==> src/rtl/ascon_pkg.sv <==
// ascon_pkg: shared state encoding, sizing constants and round-constant helper for the ASCON-128 sequencer.
package ascon_pkg;

    typedef enum logic [3:0] {
        S_IDLE,
        S_LOAD,
        S_P_INIT,
        S_KEY_INIT,
        S_AD,
        S_P_AD,
        S_DSEP,
        S_PT,
        S_P_PT,
        S_KEY_FIN,
        S_P_FIN,
        S_TAG,
        S_DONE
    } sched_state_t;

    localparam int NB_MAX_C   = 23;
    localparam int BLK_W_C    = 5;
    localparam int ROUNDS_A_C = 12;
    localparam int ROUNDS_B_C = 6;

    // Upper nibble counts down from 15 while the lower nibble counts up with the round index.
    function automatic logic [7:0] ascon_rc(input logic [3:0] r);
        return {4'hF - r, r};
    endfunction

endpackage

==> src/rtl/ascon_round_sched_if.sv <==
// ascon_round_sched_if: control/handshake bundle between the ASCON sequencer (slave) and its datapath/host (master).
interface ascon_round_sched_if #(parameter int BLK_W = 5);

    logic             start_i;
    logic [BLK_W-1:0] n_blk_i;
    logic             pt_valid_i;
    logic             pt_ready_o;
    logic [BLK_W-1:0] blk_idx_o;
    logic             last_blk_o;
    logic             init_sel_o;
    logic             perm_en_o;
    logic [7:0]       rc_o;
    logic             xor_key_lsb_o;
    logic             xor_da_o;
    logic             xor_dsep_o;
    logic             xor_pt_o;
    logic             xor_key_fin_o;
    logic             en_cipher_reg_o;
    logic             en_tag_reg_o;
    logic             busy_o;
    logic             end_ascon_o;

    modport master (
        output start_i, n_blk_i, pt_valid_i,
        input  pt_ready_o, blk_idx_o, last_blk_o, init_sel_o, perm_en_o, rc_o,
               xor_key_lsb_o, xor_da_o, xor_dsep_o, xor_pt_o, xor_key_fin_o,
               en_cipher_reg_o, en_tag_reg_o, busy_o, end_ascon_o
    );

    modport slave (
        input  start_i, n_blk_i, pt_valid_i,
        output pt_ready_o, blk_idx_o, last_blk_o, init_sel_o, perm_en_o, rc_o,
               xor_key_lsb_o, xor_da_o, xor_dsep_o, xor_pt_o, xor_key_fin_o,
               en_cipher_reg_o, en_tag_reg_o, busy_o, end_ascon_o
    );

endinterface

==> src/rtl/ascon_round_cnt.sv <==
// ascon_round_cnt: loadable 4-bit round counter; last_round_o flags the final round of p^a (sel_a_i=1) or p^b.
module ascon_round_cnt #(
    parameter int LIM_A = 12,
    parameter int LIM_B = 6
) (
    input  logic       clock_i,
    input  logic       reset_i,
    input  logic       clr_i,
    input  logic       en_i,
    input  logic       sel_a_i,
    output logic [3:0] cnt_o,
    output logic       last_round_o
);

    logic [3:0] cnt_q, cnt_d;

    always_comb cnt_d = clr_i ? 4'd0 : en_i ? cnt_q + 4'd1 : cnt_q;

    always_ff @(posedge clock_i or negedge reset_i) begin
        if (!reset_i) cnt_q <= 4'd0;
        else          cnt_q <= cnt_d;
    end

    assign cnt_o        = cnt_q;
    assign last_round_o = en_i && (cnt_q == (sel_a_i ? 4'(LIM_A - 1) : 4'(LIM_B - 1)));

endmodule

==> src/rtl/ascon_round_sched.sv <==
// ascon_round_sched: ASCON-128 encryption phase sequencer issuing one permutation round per cycle.
// Optional ASCON_ABORT_EN adds abort_i, which returns any active run to IDLE at the next edge.
module ascon_round_sched
    import ascon_pkg::*;
#(
    parameter int NB_MAX   = NB_MAX_C,
    parameter int BLK_W    = BLK_W_C,
    parameter int ROUNDS_A = ROUNDS_A_C,
    parameter int ROUNDS_B = ROUNDS_B_C
) (
    input logic clock_i,
    input logic reset_i,
`ifdef ASCON_ABORT_EN
    input logic abort_i,
`endif
    ascon_round_sched_if.slave bus
);

    sched_state_t     state_q, state_d;
    logic [BLK_W-1:0] n_q, n_d;
    logic [BLK_W-1:0] blk_q, blk_d;
    logic [3:0]       cnt;
    logic             last_round;
    logic             perm_en;
    logic             is_pa;
    logic             hs;
    logic             last_blk;

    assign perm_en  = state_q inside {S_P_INIT, S_P_AD, S_P_PT, S_P_FIN};
    assign is_pa    = state_q inside {S_P_INIT, S_P_FIN};
    assign hs       = (state_q == S_PT) && bus.pt_valid_i;
    assign last_blk = (state_q == S_PT) && (blk_q == n_q - BLK_W'(1));

    // Clearing whenever idle or on the final round means every P_* state starts at zero.
    ascon_round_cnt #(.LIM_A(ROUNDS_A), .LIM_B(ROUNDS_B)) u_cnt (
        .clock_i      (clock_i),
        .reset_i      (reset_i),
        .clr_i        (!perm_en || last_round),
        .en_i         (perm_en),
        .sel_a_i      (is_pa),
        .cnt_o        (cnt),
        .last_round_o (last_round)
    );

    always_comb begin
        state_d = state_q;
        n_d     = n_q;
        blk_d   = blk_q;
        case (state_q)
            S_IDLE: if (bus.start_i) begin
                state_d = S_LOAD;
                n_d     = (bus.n_blk_i > BLK_W'(NB_MAX)) ? BLK_W'(NB_MAX) : bus.n_blk_i;
                blk_d   = '0;
            end
            S_LOAD:     state_d = S_P_INIT;
            S_P_INIT:   state_d = last_round ? S_KEY_INIT : S_P_INIT;
            S_KEY_INIT: state_d = S_AD;
            S_AD:       state_d = S_P_AD;
            S_P_AD:     state_d = last_round ? S_DSEP : S_P_AD;
            S_DSEP:     state_d = (n_q != '0) ? S_PT : S_KEY_FIN;
            S_PT:       state_d = hs ? (last_blk ? S_KEY_FIN : S_P_PT) : S_PT;
            S_P_PT: if (last_round) begin
                state_d = S_PT;
                blk_d   = blk_q + BLK_W'(1);
            end
            S_KEY_FIN:  state_d = S_P_FIN;
            S_P_FIN:    state_d = last_round ? S_TAG : S_P_FIN;
            S_TAG:      state_d = S_DONE;
            default:    state_d = S_IDLE;
        endcase
`ifdef ASCON_ABORT_EN
        if (abort_i && state_q != S_IDLE) state_d = S_IDLE;
`endif
    end

    always_ff @(posedge clock_i or negedge reset_i) begin
        if (!reset_i) begin
            state_q <= S_IDLE;
            n_q     <= '0;
            blk_q   <= '0;
        end else begin
            state_q <= state_d;
            n_q     <= n_d;
            blk_q   <= blk_d;
        end
    end

    assign bus.pt_ready_o      = state_q == S_PT;
    assign bus.blk_idx_o       = blk_q;
    assign bus.last_blk_o      = last_blk;
    assign bus.init_sel_o      = state_q == S_LOAD;
    assign bus.perm_en_o       = perm_en;
    assign bus.rc_o            = perm_en ? ascon_rc(is_pa ? cnt : cnt + 4'(ROUNDS_A - ROUNDS_B)) : 8'h00;
    assign bus.xor_key_lsb_o   = state_q == S_KEY_INIT;
    assign bus.xor_da_o        = state_q == S_AD;
    assign bus.xor_dsep_o      = state_q == S_DSEP;
    assign bus.xor_pt_o        = hs;
    assign bus.xor_key_fin_o   = state_q == S_KEY_FIN;
    assign bus.en_cipher_reg_o = hs;
    assign bus.en_tag_reg_o    = state_q == S_TAG;
    assign bus.busy_o          = state_q != S_IDLE;
    assign bus.end_ascon_o     = state_q == S_DONE;

endmodule

==> src/flat_wrapper.sv <==
// flat-port wrapper written by rule: the top's interface ports become plain ports
module ascon_round_sched_flat import ascon_pkg::*;
#(
    parameter int NB_MAX   = NB_MAX_C,
    parameter int BLK_W    = BLK_W_C,
    parameter int ROUNDS_A = ROUNDS_A_C,
    parameter int ROUNDS_B = ROUNDS_B_C
)
  (clock_i, reset_i, bus_start_i, bus_n_blk_i, bus_pt_valid_i, bus_pt_ready_o, bus_blk_idx_o, bus_last_blk_o, bus_init_sel_o, bus_perm_en_o, bus_rc_o, bus_xor_key_lsb_o, bus_xor_da_o, bus_xor_dsep_o, bus_xor_pt_o, bus_xor_key_fin_o, bus_en_cipher_reg_o, bus_en_tag_reg_o, bus_busy_o, bus_end_ascon_o);
  ascon_round_sched_if #(.BLK_W(BLK_W)) bus_i ();
  input logic clock_i;
  input logic reset_i;
  input wire logic [$bits(bus_i.start_i)-1:0] bus_start_i;
  input wire logic [$bits(bus_i.n_blk_i)-1:0] bus_n_blk_i;
  input wire logic [$bits(bus_i.pt_valid_i)-1:0] bus_pt_valid_i;
  output wire logic [$bits(bus_i.pt_ready_o)-1:0] bus_pt_ready_o;
  output wire logic [$bits(bus_i.blk_idx_o)-1:0] bus_blk_idx_o;
  output wire logic [$bits(bus_i.last_blk_o)-1:0] bus_last_blk_o;
  output wire logic [$bits(bus_i.init_sel_o)-1:0] bus_init_sel_o;
  output wire logic [$bits(bus_i.perm_en_o)-1:0] bus_perm_en_o;
  output wire logic [$bits(bus_i.rc_o)-1:0] bus_rc_o;
  output wire logic [$bits(bus_i.xor_key_lsb_o)-1:0] bus_xor_key_lsb_o;
  output wire logic [$bits(bus_i.xor_da_o)-1:0] bus_xor_da_o;
  output wire logic [$bits(bus_i.xor_dsep_o)-1:0] bus_xor_dsep_o;
  output wire logic [$bits(bus_i.xor_pt_o)-1:0] bus_xor_pt_o;
  output wire logic [$bits(bus_i.xor_key_fin_o)-1:0] bus_xor_key_fin_o;
  output wire logic [$bits(bus_i.en_cipher_reg_o)-1:0] bus_en_cipher_reg_o;
  output wire logic [$bits(bus_i.en_tag_reg_o)-1:0] bus_en_tag_reg_o;
  output wire logic [$bits(bus_i.busy_o)-1:0] bus_busy_o;
  output wire logic [$bits(bus_i.end_ascon_o)-1:0] bus_end_ascon_o;
  assign bus_i.start_i = bus_start_i;
  assign bus_i.n_blk_i = bus_n_blk_i;
  assign bus_i.pt_valid_i = bus_pt_valid_i;
  assign bus_pt_ready_o = bus_i.pt_ready_o;
  assign bus_blk_idx_o = bus_i.blk_idx_o;
  assign bus_last_blk_o = bus_i.last_blk_o;
  assign bus_init_sel_o = bus_i.init_sel_o;
  assign bus_perm_en_o = bus_i.perm_en_o;
  assign bus_rc_o = bus_i.rc_o;
  assign bus_xor_key_lsb_o = bus_i.xor_key_lsb_o;
  assign bus_xor_da_o = bus_i.xor_da_o;
  assign bus_xor_dsep_o = bus_i.xor_dsep_o;
  assign bus_xor_pt_o = bus_i.xor_pt_o;
  assign bus_xor_key_fin_o = bus_i.xor_key_fin_o;
  assign bus_en_cipher_reg_o = bus_i.en_cipher_reg_o;
  assign bus_en_tag_reg_o = bus_i.en_tag_reg_o;
  assign bus_busy_o = bus_i.busy_o;
  assign bus_end_ascon_o = bus_i.end_ascon_o;
  ascon_round_sched #(.NB_MAX(NB_MAX), .BLK_W(BLK_W), .ROUNDS_A(ROUNDS_A), .ROUNDS_B(ROUNDS_B)) u_core (.clock_i(clock_i), .reset_i(reset_i), .bus(bus_i));
endmodule
==> config.mk <==
export PLATFORM = sky130hd
export DESIGN_NAME = ascon_round_sched_flat
export DESIGN_NICKNAME = d
export VERILOG_FILES = /design/src/rtl/ascon_pkg.sv /design/src/rtl/ascon_round_sched_if.sv /design/src/rtl/ascon_round_cnt.sv /design/src/rtl/ascon_round_sched.sv /design/src/flat_wrapper.sv
export SDC_FILE = /design/constraint.sdc
export NUM_CORES = 1
export LEC_CHECK = 0
export CAP_MARGIN = 40
export CELL_PAD_IN_SITES_DETAIL_PLACEMENT = 1
export CELL_PAD_IN_SITES_GLOBAL_PLACEMENT = 2
export CORE_MARGIN = 3
export CORE_UTILIZATION = 31
export CTS_BUF_LIST = sky130_fd_sc_hd__clkbuf_8
export DETAILED_ROUTE_END_ITERATION = 7
export MAX_ROUTING_LAYER = met4
export PLACE_DENSITY = 0.95
export SYNTH_ARGS = -nofsm -noshare
export SYNTH_HDL_FRONTEND = slang
export SYNTH_SLANG_ARGS = --single-unit
==> constraint.sdc <==
create_clock -name clock_i -period 4.25 [get_ports clock_i]
set_input_delay 0.425 -clock clock_i [delete_from_list [all_inputs] [get_ports clock_i]]
set_output_delay 0.425 -clock clock_i [all_outputs]
set_load 0.005 [all_outputs]
==> After elaboration in Yosys (flattened, before gate mapping) <==
Index checks and enable logic that the tools add are counted.
{ "classes": {"mul": 0, "n_shift": 0, "div_mod_pow": 0, "n_bitwise": 0, "eq_ne": 16, "muxes": 18, "add_sub_neg": 5, "reduce_logical": 15, "n_lt_le_gt_ge": 1} }
{ "ops": {"columns": ["op", "count"], "rows": [
  ["one-hot mux 4 bit (12 select lines)", 1],
  ["two-way mux 4 bit", 8],
  ["== test 4 bit, second input constant", 5],
  ["== test 4 x 3 -> 1 bit, second input constant", 4],
  ["two-way mux 5 bit", 3],
  ["one-hot mux 5 bit (2 select lines)", 1],
  ["== test 4 x 2 -> 1 bit, second input constant", 2],
  ["two-way mux 8 bit", 1],
  ["nonzero test 4 bit", 2],
  ["nonzero test 2 bit", 3],
  ["adder 5 x 1 -> 5 bit, second input constant", 1],
  ["== test 5 bit", 1],
  ["> comparator 5 bit, second input constant", 1],
  ["nonzero test 5 bit", 1],
  ["subtractor 5 x 1 -> 5 bit, second input constant", 1],
  ["adder 4 x 1 -> 4 bit, second input constant", 1],
  ["adder 4 x 3 -> 4 bit, second input constant", 1],
  ["== test 4 x 1 -> 1 bit, second input constant", 1],
  ["== test 4 bit", 1],
  ["zero test 4 bit", 1],
  ["AND reduction 2 bit", 2],
  ["subtractor 4 bit, first input constant", 1],
  ["logical AND 1 bit", 3],
  ["two-way mux 1 bit", 3],
  ["other kinds (6)", 6]
]} }
{ "word_totals": {"ramBits": 0, "mem_bits_ro": 0, "latch_bits": 0, "n_memories": 0, "inputBits": 9, "register_bits": 18} }

==> Depth between registers and ports, before layout <==
Gate-level depths: netlist of the first run.
{ "logic_depth": {"depth_word": 7, "ltp_mapped": 7, "ltp_nobuf": 7} }

==> Modules after synthesis <==
Synthesis of the first run repeated with hierarchy kept, for this count alone.
{ "hier_totals": {"cells_unflattened": 165, "hier_area_um2": 1388.8} }
{ "modules_own_cells": {"columns": ["mod", "area_per_inst_um2", "n_inst", "seq_area_each_um2", "cells_per_inst"], "rows": [
  ["ascon_round_sched", 1164.9, 1, 350.3, 144],
  ["ascon_round_cnt", 224.0, 1, 100.1, 21]
]} }

==> Least setup slack after synthesis of the first run <==
OpenSTA, ideal clock, no wires.
{ "synth_path": {"path_kind": "register to register", "startpoint": "register u_core.state_q[0]", "endpoint": "register u_core.blk_q[4], in the netlist u_core.bus.blk_idx_o[4]", "setup_slack_ps": 2480, "stages_incl_launch_ff": 7, "t_required_ps": 4172, "arrival_ps": 1693, "path_buffers": 1, "path_cell_list": "dfrtp_1 -> buf_6 -> nor3b_4 -> mux2i_4 -> nand2_4 -> or3_1 -> a21oi_1"} }
{ "synth_between": {"elab_chain_cells": 7} }
{ "synth_rtl": {"columns": ["item", "line_no", "source"], "rows": [
  ["start, declared", "ascon_round_sched.sv:19", "sched_state_t state_q, state_d;"],
  ["start signal, assigned", "ascon_round_sched.sv:82", "state_q <= state_d;"],
  ["== test 4 x 2 -> 1 bit / == test 4 bit (equally long branches)", "ascon_round_sched.sv:29, ascon_round_sched.sv:30", null],
  ["nonzero test 2 bit", "ascon_round_sched.sv:30", "assign is_pa = state_q inside {S_P_INIT, S_P_FIN};"],
  ["two-way mux 4 bit", "ascon_round_cnt.sv:25", "assign last_round_o = en_i && (cnt_q == (sel_a_i ? 4'(LIM_A - 1) : 4'(LIM_B - 1)));"],
  ["== test 4 bit", "ascon_round_cnt.sv:25", null],
  ["logical AND 1 bit", "ascon_round_cnt.sv:25", null],
  ["!= test 2 x 1 -> 1 bit (no line)", null, null],
  ["AND reduction 3 bit (no line)", null, null],
  ["end signal, assigned", "ascon_round_sched.sv:84", "blk_q <= blk_d;"],
  ["end, declared", "ascon_round_sched.sv:21", "logic [BLK_W-1:0] blk_q, blk_d;"]
]} }
Parallel ways exist; a longest one is shown, timed or not.
A chain may end at the register's enable or synchronous reset.

==> Final worst setup path of the first run <==
{ "layout_path": {"startpoint": "register u_core.state_q[0]", "endpoint": "output port bus_rc_o[6]"} }
{ "layout_between": {"elab_chain_cells": 5} }
{ "layout_rtl": {"columns": ["item", "line_no", "source"], "rows": [
  ["== test 4 x 2 -> 1 bit / == test 4 bit (equally long branches)", "ascon_round_sched.sv:29, ascon_round_sched.sv:30", null],
  ["nonzero test 2 bit", "ascon_round_sched.sv:30", null],
  ["two-way mux 4 bit", "ascon_round_sched.sv:93", "assign bus.rc_o = perm_en ? ascon_rc(is_pa ? cnt : cnt + 4'(ROUNDS_A - ROUNDS_B)) : 8'h00;"],
  ["subtractor 4 bit", "ascon_pkg.sv:27", "return {4'hF - r, r};"],
  ["two-way mux 8 bit (*)", "ascon_round_sched.sv:93", null],
  ["end, declared", "flat_wrapper.sv:21", "output wire logic [$bits(bus_i.rc_o)-1:0] bus_rc_o;"]
]} }
Mark *: on every way between the ends. The rest lies on a longest branch, timed or not.

==> results of run 1 <==
## worst max-delay path, delay by kind of cell, from the launching register on
| family | cells | cell delay, ps |
|---|---|---|
| mux | 1 | 370 |
| flops | 1 | 570 |
| buf+inv | 2 | 610 |
| simple gates | 2 | 530 |
## metal layers
metal,vias to the layer above,share of wire,track usage
met4,0,0.0033,0.0313
met1,603,0.47,0.198
met2,33,0.48,0.260
met5,-,0,-
li1,619,-,-
met3,2,0.043,0.0281
## synth_stat cells (4+ instances only)
cell      count  area [sq um]
inv_1         5          18.8
ha_1          5          62.6
xnor2_1       5          43.8
a21oi_1      12          60.1
xor2_1        4          35.0
nand2b_1      6          37.5
nand3_1       8          40.0
nand3b_1      4          30.0
nand2_1      11          41.3
dfrtp_1      18           450
o21ai_0      10          50.1
a211oi_1      4          30.0
buf_2         5          25.0
nor3_1        8          40.0
nor2_1       21          78.8
## cells by family (layout without fill, tap and decap cells)
family	Yosys count	count (layout)	share of synthesized area
adders and majority gates	5	5	0.0466
muxes	2	2	0.0252
xor gates and xnor gates	9	9	0.0588
buffers and inverters	14	44	0.0522
AOI/OAI and AO/OA	33	33	0.145
and+or+nand+nor	79	79	0.337
DFF	18	18	0.336
## worst min-delay path by stage
stage,start,to,slack [ps],cells after the start
2_1_floorplan,reset_i,u_core.bus.blk_idx_o[0]$_DFFE_PN0P_,130,0
3_3_place_gp,u_core.n_q[4]$_DFFE_PN0P_,u_core.n_q[4]$_DFFE_PN0P_,510,2
3_5_place_dp,u_core.n_q[4]$_DFFE_PN0P_,u_core.n_q[4]$_DFFE_PN0P_,510,2
4_1_cts,reset_i,u_core.n_q[2]$_DFFE_PN0P_,430,1
5_1_grt,reset_i,u_core.n_q[2]$_DFFE_PN0P_,430,1
6_report,reset_i,u_core.n_q[1]$_DFFE_PN0P_,430,1
## power groups by stage
stage          sequential [uW]  combinational (uW)  clock, uW
6_report                   340                 594        142
4_1_cts                    338                 606        147
3_5_place_dp               341                 603          0
5_1_grt                    353                 668        156
3_3_place_gp               333                 581          0
2_1_floorplan              274                 431          0
## through the flow
step | utilization | hold slack (ps)
finish | 0.431 | 426
global route | 0.431 | 434
CTS | 0.431 | 428
detailed placement | 0.418 | 513
global placement | 0.414 | 514
floorplan | - | 129
## cell type report
class / count / share of cell area
clock buffers: 4 / 0.0312
flip-flops and latches: 18 / 0.256
well taps: 50 / 0.0355
repair buffers: 35 / 0.202
inverters: 5 / 0.0106
multi-input cells: 128 / 0.466
## state kept, by name, summed over array words and instances, names as in the netlist
register	cells
u_core.bus.blk_idx_o	5
u_core.u_cnt.cnt_o	4
u_core.state_q	4
u_core.n_q	5
==> flow_summary.json, run 1 <==
{
  "cts_tree": "built",
  "r2r_end": "u_core.bus.blk_idx_o[4]$_DFFE_PN0P_",
  "regToRegStartpoint": "u_core.state_q[0]$_DFFE_PN0P_",
  "switchingPower_uw": 457,
  "fin_cells": 240,
  "grt_overflow_total": 0,
  "endpoint_kind": "output port",
  "path_clk_slew_ps": 70,
  "fin_nets": 205,
  "slowest_delay_ps": 570,
  "setup_ws_ps": 1490,
  "syn_inst": 160,
  "clkPwrFrac": 0.132,
  "grt_pass1_wl_mm": 6.30,
  "die-area_sq_um": 5150,
  "rrSetupSlack_ps": 2140,
  "cp.arrival_ps": 2340,
  "worstSetupStartpoint": "u_core.state_q[0]$_DFFE_PN0P_",
  "cp_max_fo": 16,
  "finalPower_uw": 1080,
  "startpoint_type": "register",
  "die_w_um": 71.8,
  "final_cell_mix": "clkdlybuf4s50_1 (34), nor2_1 (21), dfrtp_1 (18)",
  "htreeDepth": 1,
  "final_common_cell": "clkdlybuf4s50_1",
  "worst_pin_slew_ps": 719,
  "cts_setup_buffers": 0,
  "setup_viol_count_final": 0,
  "synth_edf_count": 0,
  "firstDrtPassIters": 4,
  "finalInstanceArea_sq_um": 1760,
  "drc": 0,
  "drtIter0Drc": 72,
  "critical_path_class": "reg -> out",
  "fin_crit_ps": 2760,
  "root_buffer": "clkbuf_8",
  "cts.sinks": 18,
  "cts_hold_buf": 0,
  "crit_path_top_delay_cell": "dfrtp_1",
  "syn_to_final_growth_pct": 31.4,
  "outcome": "finished clean",
  "fill_cells": 474,
  "drive_gt1_frac": 0.0737,
  "ios": 35,
  "start_util": 0.328,
  "setup_tns_ps": 0,
  "hold_viol": 0,
  "synthesis.area_sq_um": 1340,
  "clk_latency_ps": 250,
  "fmax_mhz": 362,
  "ant_nets": 0,
  "wl_mm": 3.61,
  "power_frac_seq": 0.316,
  "skew_ps": 1.31,
  "post-dp-hpwl_mm": 2.83,
  "slew_viol_final": 0,
  "multi_input_area_sq_um": 821,
  "internal-power_uw": 620,
  "ys_types": 39,
  "gp_congestion": 0.885,
  "io_buffers": 34,
  "via_count": 1257,
  "cp_data_required_time_ps": 3830,
  "async_reset_ff_frac": 1.00,
  "clockBufferDepth": 2,
  "diodes": 0,
  "syn_nets": 174,
  "ys_seq_area_frac": 0.336,
  "dp_slack_ps": 1760,
  "grt.total_usage": 0.156,
  "vias_per_cell": 5.24,
  "ir_worst_vdd_uv": 198,
  "cts_buffers": 3,
  "dp.cells": 236,
  "syn_area_per_cell_sq_um": 8.38,
  "worstSetupEndpoint": "bus_rc_o[6]",
  "switching_share": 0.424,
  "grt_max_degree": 17,
  "first_global_vias": 1342,
  "rsz0062_at_grt": "no",
  "hold_path.class": "in -> async",
  "combPwrFrac": 0.552,
  "coreArea_sq_um": 4090,
  "cts_resized": 0,
  "fin_crit_sh": 0.650,
  "power_density_nw_per_um2": 611,
  "synth_flop_cell": "dfrtp_1",
  "placed_cell_area_sq_um": 1710,
  "ys_warn_count": 0,
  "antenna_found_initial": 0,
  "maxSlewHeadroom": 0.514,
  "die_y_um": 71.8,
  "wire_per_inst_um": 15.0,
  "leakage_uw": 0.000726,
  "rows": 23,
  "yosys_register_bits": 18,
  "layout.area.seq_sq_um": 450,
  "cap_violations": 0,
  "crit_chain": "or2_2, mux2_2, inv_1, and2_1, clkdlybuf4s50_1",
  "rr_worst_depth": 5
}
Power figures use the tool's default switching activity.
==> run 2, diff against run 1 <==
- CORE_UTILIZATION: 31 -> 26
- PLACE_DENSITY: 0.95 -> 0.88
- clock period: 4.25 -> 2.5 ns (I/O delays scaled with it)
==> run 2 against run 1 <==
  * Clock-buffer cell count is 1 lower
  * Register-to-register slack worse by 1700 ps
  * Combinational power is 100% higher
  * Largest power group unchanged
==> flow_summary.json, run 2 (synthesis gave the netlist of run 1 again) <==
{
  "cts_tree": "built",
  "die_y_um": 77.8,
  "grt_use_met3": 0.0139,
  "ir_worst_vdd_uv": 337,
  "grt.total_usage": 0.128,
  "worstSetupStartpoint": "u_core.state_q[0]$_DFFE_PN0P_",
  "dp.cells": 257,
  "ant_nets": 0,
  "fin_cells": 267,
  "worst_pin_slew_ps": 703,
  "setup_viol_count_final": 0,
  "path_clk_slew_ps": 70,
  "clockBufferDepth": 2,
  "cts_buffers": 3,
  "gr-usage-met1": 0.187,
  "die-area_sq_um": 6060,
  "start_util": 0.277,
  "gp_congestion": 0.769,
  "io_buffers": 34,
  "clkPwrFrac": 0.108,
  "cts.sinks": 18,
  "drc": 0,
  "cp_top_family": "buffers and inverters",
  "cp_max_fo": 11,
  "grt-busiest-layer": "met2",
  "wl_mm": 3.76,
  "rsz0062_at_grt": "no",
  "endpoint_kind": "output port",
  "hold_viol": 0,
  "switching_share": 0.419,
  "startpoint_type": "register",
  "power_frac_seq": 0.279,
  "grt_pass1_wl_mm": 6.19,
  "cts_hold_buf": 0,
  "slowest_delay_ps": 490,
  "final_cell_mix": "clkdlybuf4s50_1 (33), nor2_1 (20), dfrtp_1 (16)",
  "switchingPower_uw": 816,
  "skew_ps": 2.26,
  "maxSlewHeadroom": 0.525,
  "wire_per_inst_um": 14.1,
  "clk_latency_ps": 260,
  "crit_path_top_delay_cell": "clkdlybuf4s50_1",
  "cp_data_required_time_ps": 2250,
  "grt_overflow_total": 0,
  "worst-path-buf-inv": 2,
  "drive_gt1_frac": 0.145,
  "power_density_nw_per_um2": 1040,
  "antenna_found_initial": 0,
  "final_common_cell": "clkdlybuf4s50_1",
  "root_buffer": "clkbuf_8",
  "drtIter0Drc": 59,
  "cap_violations": 0,
  "cp.arrival_ps": 2150,
  "via_count": 1306,
  "leakage_uw": 0.000787,
  "grt_max_degree": 15,
  "fin_crit_sh": 0.958,
  "firstDrtPassIters": 4,
  "setup_tns_ps": 0,
  "syn_to_final_growth_pct": 39.2,
  "fill_cells": 589,
  "slew_viol_final": 0,
  "fin_nets": 216,
  "coreArea_sq_um": 4850,
  "fin_crit_ps": 2400,
  "internal-power_uw": 1130,
  "critical_path_class": "reg -> out",
  "regToRegStartpoint": "u_core.state_q[1]$_DFFE_PN0P_",
  "outcome": "finished clean",
  "hold_path.class": "in -> async",
  "multi_input_area_sq_um": 830,
  "post-dp-hpwl_mm": 2.83,
  "die_w_um": 77.8,
  "fmax_mhz": 417,
  "diodes": 0,
  "crit_chain": "or2_2, mux2_2, inv_1, and2_1, clkdlybuf4s50_1",
  "finalPower_uw": 1950,
  "htreeDepth": 1,
  "rows": 25,
  "first_global_vias": 1267,
  "ios": 35,
  "layout.area.seq_sq_um": 453,
  "combPwrFrac": 0.613,
  "vias_per_cell": 4.89,
  "grt_use_met2": 0.191
}
## run 2: cell count changes in the layout (fill, tap and decap cells not counted), sizes merged
cell / before / now
clkdlybuf4s50: 34 / 33
dlymetal6s2s: 0 / 1
clkbuf: 4 / 3
buf: 1 / 12
## run 2: power groups by stage
stage          clock network [uW]  registers (uW)  logic (uW)
6_report                      210             543        1190
5_1_grt                       222             565        1320
4_1_cts                       213             555        1120
3_5_place_dp                    0             558        1100
3_3_place_gp                    0             554        1080
2_1_floorplan                   0             466         733
## run 2: final timing paths
| kind | end | slack [ps] | cells after the start |
|---|---|---|---|
| setup reg to reg | u_core.bus.blk_idx_o[4]$_DFFE_PN0P_ | 450 | 6 |
| max in group asynchronous | u_core.state_q[0]$_DFFE_PN0P_ | 1810 | 2 |
| setup / recovery | bus_rc_o[6] | 100 | 5 |
| hold reg to reg | u_core.n_q[4]$_DFFE_PN0P_ | 540 | 2 |
| min in group clock_i | u_core.n_q[4]$_DFFE_PN0P_ | 540 | 2 |
| hold / removal | u_core.n_q[1]$_DFFE_PN0P_ | 270 | 1 |
## run 2: timing repair
action / 4_1_cts / 5_1_grt
pin swaps: 1 / 1
resized for setup: 3 / 3
setup endpoints to repair: 3 / 5
setup buffers: 0 / 7
## run 2: stage by stage
| stage | utilization | cell area (sq um) | setup WS, ps | hold WS [ps] |
|---|---|---|---|---|
| after detailed placement | 0.363 | 1760 | 241 | 523 |
| after global placement | 0.360 | 1740 | 289 | 517 |
| final | 0.385 | 1870 | 104 | 270 |
| after global routing | 0.385 | 1870 | 8.72 | 290 |
| after floorplan | - | 1340 | 730 | -45.6 |
| after CTS | 0.373 | 1810 | 3.64 | 280 |
## run 2: area by class of cell
cell class | instances | share of cell area
Clock buffer | 3 | 0.0221
Inverter | 5 | 0.0101
Multi-Input combinational cell | 128 | 0.444
Sequential cell | 18 | 0.243
Tap cell | 67 | 0.0449
Timing Repair Buffer | 46 | 0.236
## run 2: worst register-to-register path: cells and delay by family (launching register included)
kind	cells	cell delay, ps
flops	1	560
compound gates	1	140
buf+inv	1	180
mux	1	320
simple gates	3	760
## run 2: layer usage
metal  share of wire  routed length, um
met5               0                  0
met4          0.0061                 23
met3           0.033                123
met2            0.44               1660
met1            0.52               1950
==> run 3, diff against run 2 <==
- TNS_END_PERCENT: not set -> 100
==> results of run 3 <==
Same layout as run 2: the final DEF is identical, and so are final timing and power.
